<file path="config.mk">
export PLATFORM = sky130hd
export DESIGN_NAME = qq_sort_ctrl_flat
export DESIGN_NICKNAME = d
export VERILOG_FILES = /design/src/rtl/qq_sort_ctrl_pkg.sv /design/src/rtl/qq_sort_ctrl_if.sv /design/src/rtl/qq_sort_ctrl_prio_cmp.sv /design/src/rtl/qq_sort_ctrl.sv /design/src/flat_wrapper.sv
export SDC_FILE = /design/constraint.sdc
export NUM_CORES = 1
export LEC_CHECK = 0
export ABC_AREA = 1
export CAP_MARGIN = 20
export CORE_MARGIN = 3
export CORE_UTILIZATION = 50
export CTS_CLUSTER_DIAMETER = 30
export CTS_CLUSTER_SIZE = 10
export DETAILED_ROUTE_END_ITERATION = 7
export MAX_ROUTING_LAYER = met4
export PLACE_DENSITY = 0.81
export SYNTH_ARGS = -nofsm -noshare
export SYNTH_HDL_FRONTEND = slang
export SYNTH_SLANG_ARGS = --single-unit
</file>
<file path="constraint.sdc">
create_clock -name clk -period 3.3 [get_ports clk]
set_input_delay 0.495 -clock clk [delete_from_list [all_inputs] [get_ports clk]]
set_output_delay 0.495 -clock clk [all_outputs]
set_load 0.03 [all_outputs]
</file>
<file path="src/rtl/qq_sort_ctrl_pkg.sv">
// Shared types and constants for the QuickQ sorted-insertion controller.
package qq_pkg;

  localparam int QQ_MIN = 0;
  localparam int QQ_MAX = 1;

  typedef enum logic [1:0] {
    IDLE = 2'd0,
    POP  = 2'd1,
    WALK = 2'd2,
    INS  = 2'd3
  } qq_state_e;

endpackage

</file>
<file path="src/rtl/qq_sort_ctrl_if.sv">
// Request/response handshake plus external RAM port of the QuickQ controller.
interface qq_sort_ctrl_if #(
  parameter int W = 8,
  parameter int D = 4
) ();
  localparam int AW = $clog2(D);

  logic          enq_i;
  logic          deq_i;
  logic [W-1:0]  key_i;
  logic [W-1:0]  ram_out;
  logic [AW-1:0] rd_addr;
  logic [AW-1:0] wr_addr;
  logic          we;
  logic [W-1:0]  wr_data;
  logic          rdy;
  logic          deq_o;
  logic [W-1:0]  key_o;
  logic          full;
  logic          empty;
  logic [AW:0]   count;
  logic          err;

  modport slave (
    input  enq_i, deq_i, key_i, ram_out,
    output rd_addr, wr_addr, we, wr_data, rdy, deq_o, key_o, full, empty, count, err
  );

  modport master (
    output enq_i, deq_i, key_i, ram_out,
    input  rd_addr, wr_addr, we, wr_data, rdy, deq_o, key_o, full, empty, count, err
  );

endinterface

</file>
<file path="src/rtl/qq_sort_ctrl_prio_cmp.sv">
// Priority comparator: ge = 1 when key a has priority >= key b.
module qq_prio_cmp
  import qq_pkg::*;
#(
  parameter int W    = 8,
  parameter int MODE = QQ_MIN
) (
  input  logic [W-1:0] a,
  input  logic [W-1:0] b,
  output logic         ge
);

  assign ge = (MODE == QQ_MAX) ? (a >= b) : (a <= b);

endmodule

</file>
<file path="src/rtl/qq_sort_ctrl.sv">
// Sorted-insertion priority queue controller driving an external sync RAM.
// RAM[0..count-1] is kept sorted with the head at RAM[count-1].
module qq_sort_ctrl
  import qq_pkg::*;
#(
  parameter int W    = 8,
  parameter int D    = 4,
  parameter int MODE = QQ_MIN
) (
  input  logic          clk,
  input  logic          rst,
  qq_sort_ctrl_if.slave bus
);

  localparam int          AW       = $clog2(D);
  localparam logic [AW:0] CNT_ONE  = (AW+1)'(1);
  localparam logic [AW:0] CNT_FULL = (AW+1)'(D);

  qq_state_e     state;
  logic [AW-1:0] ptr;
  logic [W-1:0]  kreg;
  logic          rep;
  logic [AW:0]   count;
  logic [AW:0]   cnt_nxt;
  logic          full;
  logic          empty;
  logic          deq_o;
  logic [W-1:0]  key_o;
  logic          err;

  logic          rdy;
  logic          accept;
  logic          ram_ge;
  logic          idle_direct;
  logic          idle_err;
  logic          idle_walk;
  logic          idle_pop;
  logic [AW-1:0] head_addr;

  assign rdy       = (state == IDLE);
  assign accept    = rdy && (bus.enq_i || bus.deq_i);
  assign head_addr = count[AW-1:0] - 1'b1;

  // Exactly one of these fires per accepted request; a replace on an empty
  // queue degenerates to a direct write.
  assign idle_direct = accept && bus.enq_i && empty;
  assign idle_err    = accept && ((bus.enq_i && !bus.deq_i && full) ||
                                  (bus.deq_i && !bus.enq_i && empty));
  assign idle_walk   = accept && bus.enq_i && !bus.deq_i && !empty && !full;
  assign idle_pop    = accept && bus.deq_i && !empty;

  qq_prio_cmp #(.W(W), .MODE(MODE)) u_cmp (
    .a  (bus.ram_out),
    .b  (kreg),
    .ge (ram_ge)
  );

  always_comb begin
    // NOTE: every output gets a default first so no path can infer a latch.
    bus.rd_addr = '0;
    bus.wr_addr = '0;
    bus.we      = 1'b0;
    bus.wr_data = '0;
    cnt_nxt     = count;
    case (state)
      IDLE: begin
        if (idle_direct) begin
          bus.we      = 1'b1;
          bus.wr_data = bus.key_i;
          cnt_nxt     = CNT_ONE;
        end else if (idle_walk || idle_pop) begin
          bus.rd_addr = head_addr;
        end
      end
      POP: begin
        if (!rep) begin
          cnt_nxt = count - CNT_ONE;
        end else if (count != CNT_ONE) begin
          bus.rd_addr = head_addr - 1'b1;
        end
      end
      WALK: begin
        // Stored keys with priority >= kreg move up one slot, so equal keys
        // already queued stay ahead of the new one.
        bus.we      = 1'b1;
        bus.wr_addr = ptr + 1'b1;
        if (ram_ge) begin
          bus.wr_data = bus.ram_out;
          if (ptr != '0) bus.rd_addr = ptr - 1'b1;
        end else begin
          bus.wr_data = kreg;
          if (!rep) cnt_nxt = count + CNT_ONE;
        end
      end
      INS: begin
        bus.we      = 1'b1;
        bus.wr_data = kreg;
        if (!rep) cnt_nxt = count + CNT_ONE;
      end
      default: ;
    endcase
  end

  // NOTE: all state updates use <= so every register samples pre-edge values.
  always_ff @(posedge clk or posedge rst) begin
    if (rst) begin
      state <= IDLE;
      ptr   <= '0;
      kreg  <= '0;
      rep   <= 1'b0;
      count <= '0;
      full  <= 1'b0;
      empty <= 1'b1;
      deq_o <= 1'b0;
      key_o <= '0;
      err   <= 1'b0;
    end else begin
      count <= cnt_nxt;
      full  <= (cnt_nxt == CNT_FULL);
      empty <= (cnt_nxt == '0);
      deq_o <= 1'b0;
      err   <= 1'b0;
      case (state)
        IDLE: begin
          if (accept) begin
            kreg <= bus.key_i;
            rep  <= bus.enq_i && bus.deq_i;
          end
          if (idle_err) err <= 1'b1;
          if (idle_walk) begin
            ptr   <= head_addr;
            state <= WALK;
          end
          if (idle_pop) state <= POP;
        end
        POP: begin
          key_o <= bus.ram_out;
          deq_o <= 1'b1;
          if (!rep) begin
            state <= IDLE;
          end else if (count == CNT_ONE) begin
            state <= INS;
          end else begin
            ptr   <= head_addr - 1'b1;
            state <= WALK;
          end
        end
        WALK: begin
          if (ram_ge) begin
            if (ptr == '0) state <= INS;
            else           ptr   <= ptr - 1'b1;
          end else begin
            state <= IDLE;
          end
        end
        INS:     state <= IDLE;
        default: state <= IDLE;
      endcase
    end
  end

  assign bus.rdy   = rdy;
  assign bus.deq_o = deq_o;
  assign bus.key_o = key_o;
  assign bus.full  = full;
  assign bus.empty = empty;
  assign bus.count = count;
  assign bus.err   = err;

endmodule

</file>
<file path="src/flat_wrapper.sv">
// flat-port wrapper written by rule: the top's interface ports become plain ports
module qq_sort_ctrl_flat import qq_pkg::*;
#(
  parameter int W    = 8,
  parameter int D    = 4,
  parameter int MODE = QQ_MIN
)
  (clk, rst, bus_enq_i, bus_deq_i, bus_key_i, bus_ram_out, bus_rd_addr, bus_wr_addr, bus_we, bus_wr_data, bus_rdy, bus_deq_o, bus_key_o, bus_full, bus_empty, bus_count, bus_err);
  qq_sort_ctrl_if #(.W(W), .D(D)) bus_i ();
  input  logic clk;
  input  logic rst;
  input wire logic [$bits(bus_i.enq_i)-1:0] bus_enq_i;
  input wire logic [$bits(bus_i.deq_i)-1:0] bus_deq_i;
  input wire logic [$bits(bus_i.key_i)-1:0] bus_key_i;
  input wire logic [$bits(bus_i.ram_out)-1:0] bus_ram_out;
  output wire logic [$bits(bus_i.rd_addr)-1:0] bus_rd_addr;
  output wire logic [$bits(bus_i.wr_addr)-1:0] bus_wr_addr;
  output wire logic [$bits(bus_i.we)-1:0] bus_we;
  output wire logic [$bits(bus_i.wr_data)-1:0] bus_wr_data;
  output wire logic [$bits(bus_i.rdy)-1:0] bus_rdy;
  output wire logic [$bits(bus_i.deq_o)-1:0] bus_deq_o;
  output wire logic [$bits(bus_i.key_o)-1:0] bus_key_o;
  output wire logic [$bits(bus_i.full)-1:0] bus_full;
  output wire logic [$bits(bus_i.empty)-1:0] bus_empty;
  output wire logic [$bits(bus_i.count)-1:0] bus_count;
  output wire logic [$bits(bus_i.err)-1:0] bus_err;
  assign bus_i.enq_i = bus_enq_i;
  assign bus_i.deq_i = bus_deq_i;
  assign bus_i.key_i = bus_key_i;
  assign bus_i.ram_out = bus_ram_out;
  assign bus_rd_addr = bus_i.rd_addr;
  assign bus_wr_addr = bus_i.wr_addr;
  assign bus_we = bus_i.we;
  assign bus_wr_data = bus_i.wr_data;
  assign bus_rdy = bus_i.rdy;
  assign bus_deq_o = bus_i.deq_o;
  assign bus_key_o = bus_i.key_o;
  assign bus_full = bus_i.full;
  assign bus_empty = bus_i.empty;
  assign bus_count = bus_i.count;
  assign bus_err = bus_i.err;
  qq_sort_ctrl #(.W(W), .D(D), .MODE(MODE)) u_core (.clk(clk), .rst(rst), .bus(bus_i));
endmodule
</file>
# Yosys cells after proc, flatten, opt, wreduce, memory -nomap -nowiden
# Index checks and enable logic that the tools add are counted.
# word_totals
wordCells	94
register_bits	28
out_inout_bits	29
# op_classes
muxes	34
add_sub_neg	6
eq_ne	13
reduce_logical	30
magnitude_cmp	1
# ops
operator	n
2-to-1 mux 2 bit	17
one-hot mux 8 bit (3 select lines)	1
2-to-1 mux 8 bit	2
logical AND 1 bit	14
2-to-1 mux 3 bit	4
one-hot mux 2 bit (3 select lines)	2
one-hot mux 3 bit (4 select lines)	1
<= comparator 8 bit	1
one-hot mux 2 bit (4 select lines)	1
inequality test 2 bit, second input constant	3
inequality test 3 bit, second input constant	2
AND reduction 6 bit	1
subtractor 2 x 1 -> 2 bit, second input constant	3
2-to-1 mux 1 bit	5
== test 2 bit, second input constant	2
zero test 1 bit	4
zero test 2 bit	2
inequality test 2 x 1 -> 1 bit, second input constant	2
AND reduction 2 bit	2
adder 3 x 1 -> 3 bit, second input constant	1
== test 3 x 1 -> 1 bit, second input constant	1
== test 3 bit, second input constant	1
zero test 3 bit	1
logical OR 1 bit	3
8 further kinds	8

# Depth between registers and ports, before layout
# logic_depth
ltp_word	10
depth_mapped	17
mapped_depth_nobuf	17

# Modules after synthesis
# Synthesis repeated with hierarchy kept, for this count alone.
# unflattened
hier_cells	270
hier_area_um2	1948.1
# by_module_without_submodules
module	instances	seq_area_each_um2	area_each_um2	cells_per_inst
qq_sort_ctrl	1	701.9	1725.4	234
qq_prio_cmp	1	0.0	222.7	36

# Least setup slack after synthesis
# Ideal clock, no wire load.
# synth_timing
path_type	register -> output
start	register u_core.state[0]
end	output port bus_wr_data[0]
t_required_ns	2.805
path_buffers	1
slack_ns	0.694
t_arrival_ns	2.111
path_stages_with_launch	10
cell_sequence	dfrtp_1 -> inv_1 -> ha_1 -> o21ai_2 -> nor2_4 -> nand2_1 -> buf_4 -> o22ai_1 -> a21oi_1 -> nor2_1
# synth_between
elab_chain_len	6
word_cells_on_any_way	8
classes_between	eq/ne (2); mux (2); reduce/logical (4)
# synth_rtl
element	line_no	text
start, declared	qq_sort_ctrl.sv:19	qq_state_e state;
start signal, assigned	qq_sort_ctrl.sv:107	state <= IDLE;
start signal, assigned	qq_sort_ctrl.sv:132	state <= WALK;
start signal, assigned	qq_sort_ctrl.sv:134	if (idle_pop) state <= POP;
zero test 2 bit *	qq_sort_ctrl.sv:40	assign rdy = (state == IDLE);
named net bus_rdy	flat_wrapper.sv:20	output wire logic [$bits(bus_i.rdy)-1:0] bus_rdy;
logical AND 1 bit	qq_sort_ctrl.sv:41	assign accept = rdy && (bus.enq_i || bus.deq_i);
logical AND 1 bit (2 in a row)	qq_sort_ctrl.sv:46	assign idle_direct = accept && bus.enq_i && empty;
2-to-1 mux 8 bit	qq_sort_ctrl.sv:67	if (idle_direct) begin
one-hot mux 8 bit (3 select lines) *	qq_sort_ctrl.sv:65	case (state)
end, declared	flat_wrapper.sv:19	output wire logic [$bits(bus_i.wr_data)-1:0] bus_wr_data;
# The timed path passes the listed nets; every way through them passes the cells marked *.

# Final worst setup path
# layout_timing
start	input port bus_ram_out[7]
end	output port bus_wr_data[3]
# layout_between
elab_chain_len	3
# layout_rtl
element	line_no	text
start, declared	flat_wrapper.sv:15	input wire logic [$bits(bus_i.ram_out)-1:0] bus_ram_out;
<= comparator 8 bit	qq_sort_ctrl_prio_cmp.sv:13	assign ge = (MODE == QQ_MAX) ? (a >= b) : (a <= b);
2-to-1 mux 8 bit	qq_sort_ctrl.sv:87	if (ram_ge) begin
one-hot mux 8 bit (3 select lines)	qq_sort_ctrl.sv:65	
# Every way passes these cells.

==> results.cfg <==
[outcome]
outcome = finished, final reports clean

[floorplan]
dieArea_um2 = 4630
fp.dieW_um = 68.1
core.rowCount = 21
die_h_um = 68.1
initial_utilization = 0.547
io_pins = 49
core_area_um2 = 3520

[clock_tree]
clk_pin_slew_ns = 0.09
insertion_delay_ns = 0.27
hold_buffers = 0
cts_buffer_depth = 2
cts_tree = yes
cts-root-buf = clkbuf_8
clock-sinks = 28
htree_num_levels = 1
cts_buffers = 3

[placement]
finalWeightedCongestion = 0.906
dpl.hpwl_um = 3840
port_buffers = 48

[sta]
worst_slew_pin_slew_ns = 0.521
fmax_mhz = 322
post-route-period-util = 0.942
setup_viol = 0
post-route-min-period_ns = 3.11
drv_slew = 0
hold_violations = 0
fin_tns_setup_ns = 0
whs_ns = 0.479
max_slew_margin = 0.652
finalClockSkew_ns = 0.00248

[drt]
drtAntennaViolNets = 0
wirelength_um = 5090
vias_per_cell = 5.24
wl_per_cell_um = 14.1
dr.pass1.iters = 4
vias = 1887
drt_iter0_markers = 137
drc = 0

[min_path]
hold_path.class = reg -> reg

[synthesis]
netlist_area_um2 = 1930
synth_area_leaders = dfrtp_1, nand2_1, ha_1, inv_1, o21ai_0
ys_types = 28
synth_top_area_cell = dfrtp_1
synthFlopType = dfrtp_1
ys_ff_latch = 28
ys_seq_area_frac = 0.364
synth.avg_cell_area_um2 = 7.30
syn_nets = 303
synth_edf_count = 0
syn_inst = 264
async_flop_share = 1.00
ys_warn_count = 0
synth.top_cell.area_share = 0.351

[setup_path]
startpoint_type = primary input
worstSetupEndpointType = output port
critPathRequiredTime_ns = 2.80
path_buf_inv = 3
slowest_delay_ns = 0.47
worstPathCellList = clkdlybuf4s50_1, ha_1, nand2_1, nor2_1, nand4_1, buf_4, nand3_2, nand2_2, a21oi_1, nor2_1, buf_4
r2r_setup_slack_ns = 1.14
crit_path_max_fanout = 10
crit_path_top_delay_cell = clkdlybuf4s50_1
crit_arrival_ns = 2.61
crit_family = buffers and inverters
path_class = in -> out

[power_and_ir_drop]
pwr_density_cell_nw_per_um2 = 1060
p_leak_nw = 1.30
peakVddDrop_v = 0.000573
power.total_mw = 2.65

[grt]
grt_pass1_vias = 1794
grt_antenna_before_repair = 0
grt_max_degree = 29
overflow = 0
grt_usage = 0.246
grt_pass1_wl_um = 8350

[finish]
drive_gt1_frac = 0.0987
fill_cells = 312
nets = 354
syn2layout_area_growth_pct = 30.1
utilization = 0.712
diodes = 0

[job]
maxCapViolations = 0
[cells in the final DEF, fill, tap and decap left out, drive strengths merged, types with 4 or more instances in the layout]
cell           synthesis  routed
nand3                 16      16
a31oi                  4       4
o22ai                  9       9
nor2                  19      19
clkdlybuf4s50          0      38
clkbuf                 4       4
nand2                 71      71
o21ai                 25      25
buf                    2      14
dfrtp                 27      27
a21oi                 14      14
ha                    19      19
inv                   46      46
[final cells by class]
class	count	area [µm²]	share of cell area
clock buffer	4	55.1	0.0220
tap	46	57.6	0.0230
inverter	46	173	0.0689
sequential	28	702	0.280
multi-input combinational	184	1030	0.412
timing repair buffer	52	485	0.194
[final timing paths]
| path | startpoint | endpoint | depth (start not counted) |
|---|---|---|---|
| min in group asynchronous | rst | u_core.ptr[1]$_DFFE_PP0P_ | 3 |
| min | u_core.bus.key_o[7]$_DFFE_PP0P_ | u_core.bus.key_o[7]$_DFFE_PP0P_ | 2 |
| min reg2reg | u_core.bus.key_o[7]$_DFFE_PP0P_ | u_core.bus.key_o[7]$_DFFE_PP0P_ | 2 |
| max in group asynchronous | rst | u_core.bus.empty$_DFF_PP1_ | 3 |
| max | bus_ram_out[7] | bus_wr_data[3] | 11 |
| max reg2reg | u_core.kreg[7]$_DFFE_PP0P_ | u_core.bus.empty$_DFF_PP1_ | 13 |
[cell usage after synthesis (2+ instances only)]
| cell | n |
|---|---|
| nand2_2 | 3 |
| inv_2 | 2 |
| inv_1 | 44 |
| clkbuf_1 | 4 |
| a31oi_1 | 4 |
| dfrtp_1 | 27 |
| nor2_1 | 18 |
| nand2_1 | 68 |
| o21ai_0 | 22 |
| nand3_1 | 14 |
| ha_1 | 19 |
| a21oi_1 | 14 |
| o22ai_1 | 8 |
| o21ai_1 | 2 |
| nand3_2 | 2 |
[metal layers]
layer	global-route usage	wire, µm	vias to the layer above
li1	-	-	946
met1	0.332	2320	842
met2	0.391	2380	89
met3	0.0361	319	10
met4	0.0571	69	0
met5	-	0	-
[kinds of logic after synthesis]
logic type,count (synthesis),synth area share
AND/OR/NAND/NOR,108,0.236
flip-flops,28,0.364
AO/OA/AOI/OAI,55,0.164
buffers and inverters,52,0.103
adder cells (fa/ha/maj),19,0.123
XOR/XNOR,2,0.00909
[sequential cells by signal, indices dropped and copies added (netlist names)]
register / count
u_core.rep: 1
u_core.bus.count: 3
u_core.bus.key_o: 8
u_core.bus.deq_o: 1
u_core.kreg: 8
u_core.bus.empty: 1
u_core.state: 2
u_core.bus.err: 1
u_core.bus.full: 1
u_core.ptr: 2
[power breakdown]
part / switching (mW) / leakage [nW] / internal [mW]
Combinational: 1.13 / 0.926 / 0.661
Clock: 0.104 / 0.0288 / 0.107
Sequential: 0.145 / 0.350 / 0.506
[worst min-delay path, cell delays in order (launching register included)]
cell and delay [ns]:
dfrtp_1 0.35, nand2_1 0.05, nand2_1 0.05
[what timing repair did]
| action | 4_1_cts | 5_1_grt |
|---|---|---|
| setup endpoints to repair | 0 | 4 |
| buffers inserted | 0 | 1 |
| resized for setup | 0 | 2 |
[per-stage QoR]
step           instances  area [µm²]  worst slack [ns]
3_3_place_gp         355        2440             0.310
3_5_place_dp         355        2440             0.192
5_1_grt              360        2510           -0.0187
4_1_cts              359        2490             0.187
2_1_floorplan        264        1930             0.694
6_report             360        2510             0.191
No activity file was read; power rests on OpenSTA's default activity.
==> RTL change: new RTL, config.mk and constraints unchanged <==
Reset style: synchronous (`rst`), changed in one clocked block.
--- a/src/rtl/qq_sort_ctrl.sv
+++ b/src/rtl/qq_sort_ctrl.sv
@@ -102,7 +102,7 @@
   end
 
   // NOTE: all state updates use <= so every register samples pre-edge values.
-  always_ff @(posedge clk or posedge rst) begin
+  always_ff @(posedge clk) begin
     if (rst) begin
       state <= IDLE;
       ptr   <= '0;
Formal check against the unedited RTL: differs if rst is asserted again (counterexample within 4 cycles, from zero or initial values and one cycle with rst high); with rst held inactive, the same outputs for 10 cycles.
==> RTL change against the unedited design <==
Clock skew rose by 1.5 ps; setup slack better by 38 ps; area after synthesis down 4.5%; largest cell class unchanged; cell count is 4.2% higher; final area shrank 1.8%; clock power rose by 29%; largest power group unchanged; highest routed layer unchanged; routed wire length is 0.63% lower; sequential power is 17% lower; sequential cell count stayed put; power fell by 10%; synthesized cell count is 4.5% higher.
==> RTL change: results (changes against the unedited design) <==
- Status: complete, no violations
- Routed wl met2: 2311 um (-3.1%)
- Final wirelength: 5058 um (-0.63%)
- Switching power: 1.184 mW (-14%)
- Worst-case clock skew: 3.961 ps (+1.485 ps)
- Syn Area/Cell: 6.669 sq um (-8.6%)
- Met1 usage: 0.3299 (-0.001709)
- Post-synthesis sequential area ratio: 0.3046 (-0.05973)
- Routed WL per cell: 13.49 um (-4.6%)
- Peak supply drop: 449.9 uV (-21%)
- Logic pwr share: 0.659 (-0.016)
- Slowest stage delay, CP: 450 ps (-20 ps)
- RR Endpoint: u_core.state[1]
- Final Net Count: 369 (+4.2%)
- Share of cells above drive strength 1: 0.1064 (+0.007657)
- Hold wc startpoint: u_core.kreg[3]
- Reg2reg start: u_core.state[1]
- Largest net degree at the start of global routing: 21 (-28%)
- Crit-path max FO: 3 (-7)
- Met2 Usage GRT: 0.3861 (-0.004956)
- Leakage power: 1.127 nW (-14%)
- CTS resizes: 1 (+1)
- Number of global-route vias before repair: 1,816 (+1.2%)
- GRT Total Usage: 0.2465 (+0.0003821)
- Synth top cells by count: nand2_1, inv_1, nor2_1
- Initial DRC count: 143 (+4.4%)
- Worst EP arrival: 2580 ps (-30 ps)
- First-pass GRT wire length: 8307 um (-0.50%)
- GRT met3 Usage: 0.03035 (-0.005771)
- CP startpoint: bus_ram_out[5]
- Detail Placement HPWL: 3829 um (-0.21%)
- Synth area leaders: dfxtp_1, nand2_1, ha_1
- GPL Wtd Cong: 0.9124 (+0.76%)
- M1 wire length: 2375 um (+2.5%)
- Worst reg-to-reg setup slack: 1260 ps (+120 ps)
- Post-DP Area: 2391 sq um (-1.8%)
- WL met3: 317 um (-0.63%)
- Most used DFF post-synth: dfxtp_1
## RTL change: changes by cell type in the layout (fill, tap and decap cells not counted), sizes merged, moves of 6 or more
cell / before / now
nor2: 19 / 33
o22ai: 9 / 2
dfxtp: 0 / 28
buf: 14 / 20
inv: 46 / 37
a31oi: 4 / 10
dfrtp: 27 / 0
## RTL change: power by group through the flow
stage	Clock [mW]	Combinational [mW]	Sequential [mW]
6_report	0.272	1.57	0.539
5_1_grt	0.287	1.73	0.552
4_1_cts	0.276	1.56	0.538
3_5_place_dp	0	1.56	0.545
3_3_place_gp	0	1.54	0.541
2_1_floorplan	0	0.945	0.616
## RTL change: final cells by class
type	instances	area, sq um
flip-flops and latches	28	560.5
repair buffers	58	529.3
multi-input cells	202	1104
well taps	46	57.56
inverters	37	138.9
clock inverters	1	30.03
fillers	305	980.9
clock buffers	3	41.29
## RTL change: kinds of logic (layout without fill, tap and decap cells)
logic type                 count (synthesis)  in the layout  synth area share
buffers and inverters                     46             99           0.09585
AOI/OAI and AO/OA                         63             63            0.1924
DFF                                       28             28            0.3046
xor gates and xnor gates                   3              3           0.01428
and+or+nand+nor                          117            117            0.2638
adders and majority gates                 19             19            0.1292
## RTL change: worst min path at each step
stage	endpoint	slack (ps)	depth (start not counted)
final	u_core.kreg[3]	480	2
after global routing	u_core.kreg[6]	510	2
after CTS	u_core.kreg[3]	480	2
after detailed placement	u_core.kreg[3]	470	2
after global placement	u_core.kreg[3]	470	2
after floorplan	u_core.kreg[1]	450	2
## RTL change: worst max-delay path, delay by kind of cell
kind	cells	cell delay, ps
AO/OA/AOI/OAI	1	250
AND/OR/NAND/NOR	6	680
buffers and inverters	2	820
adder cells (fa/ha/maj)	1	320
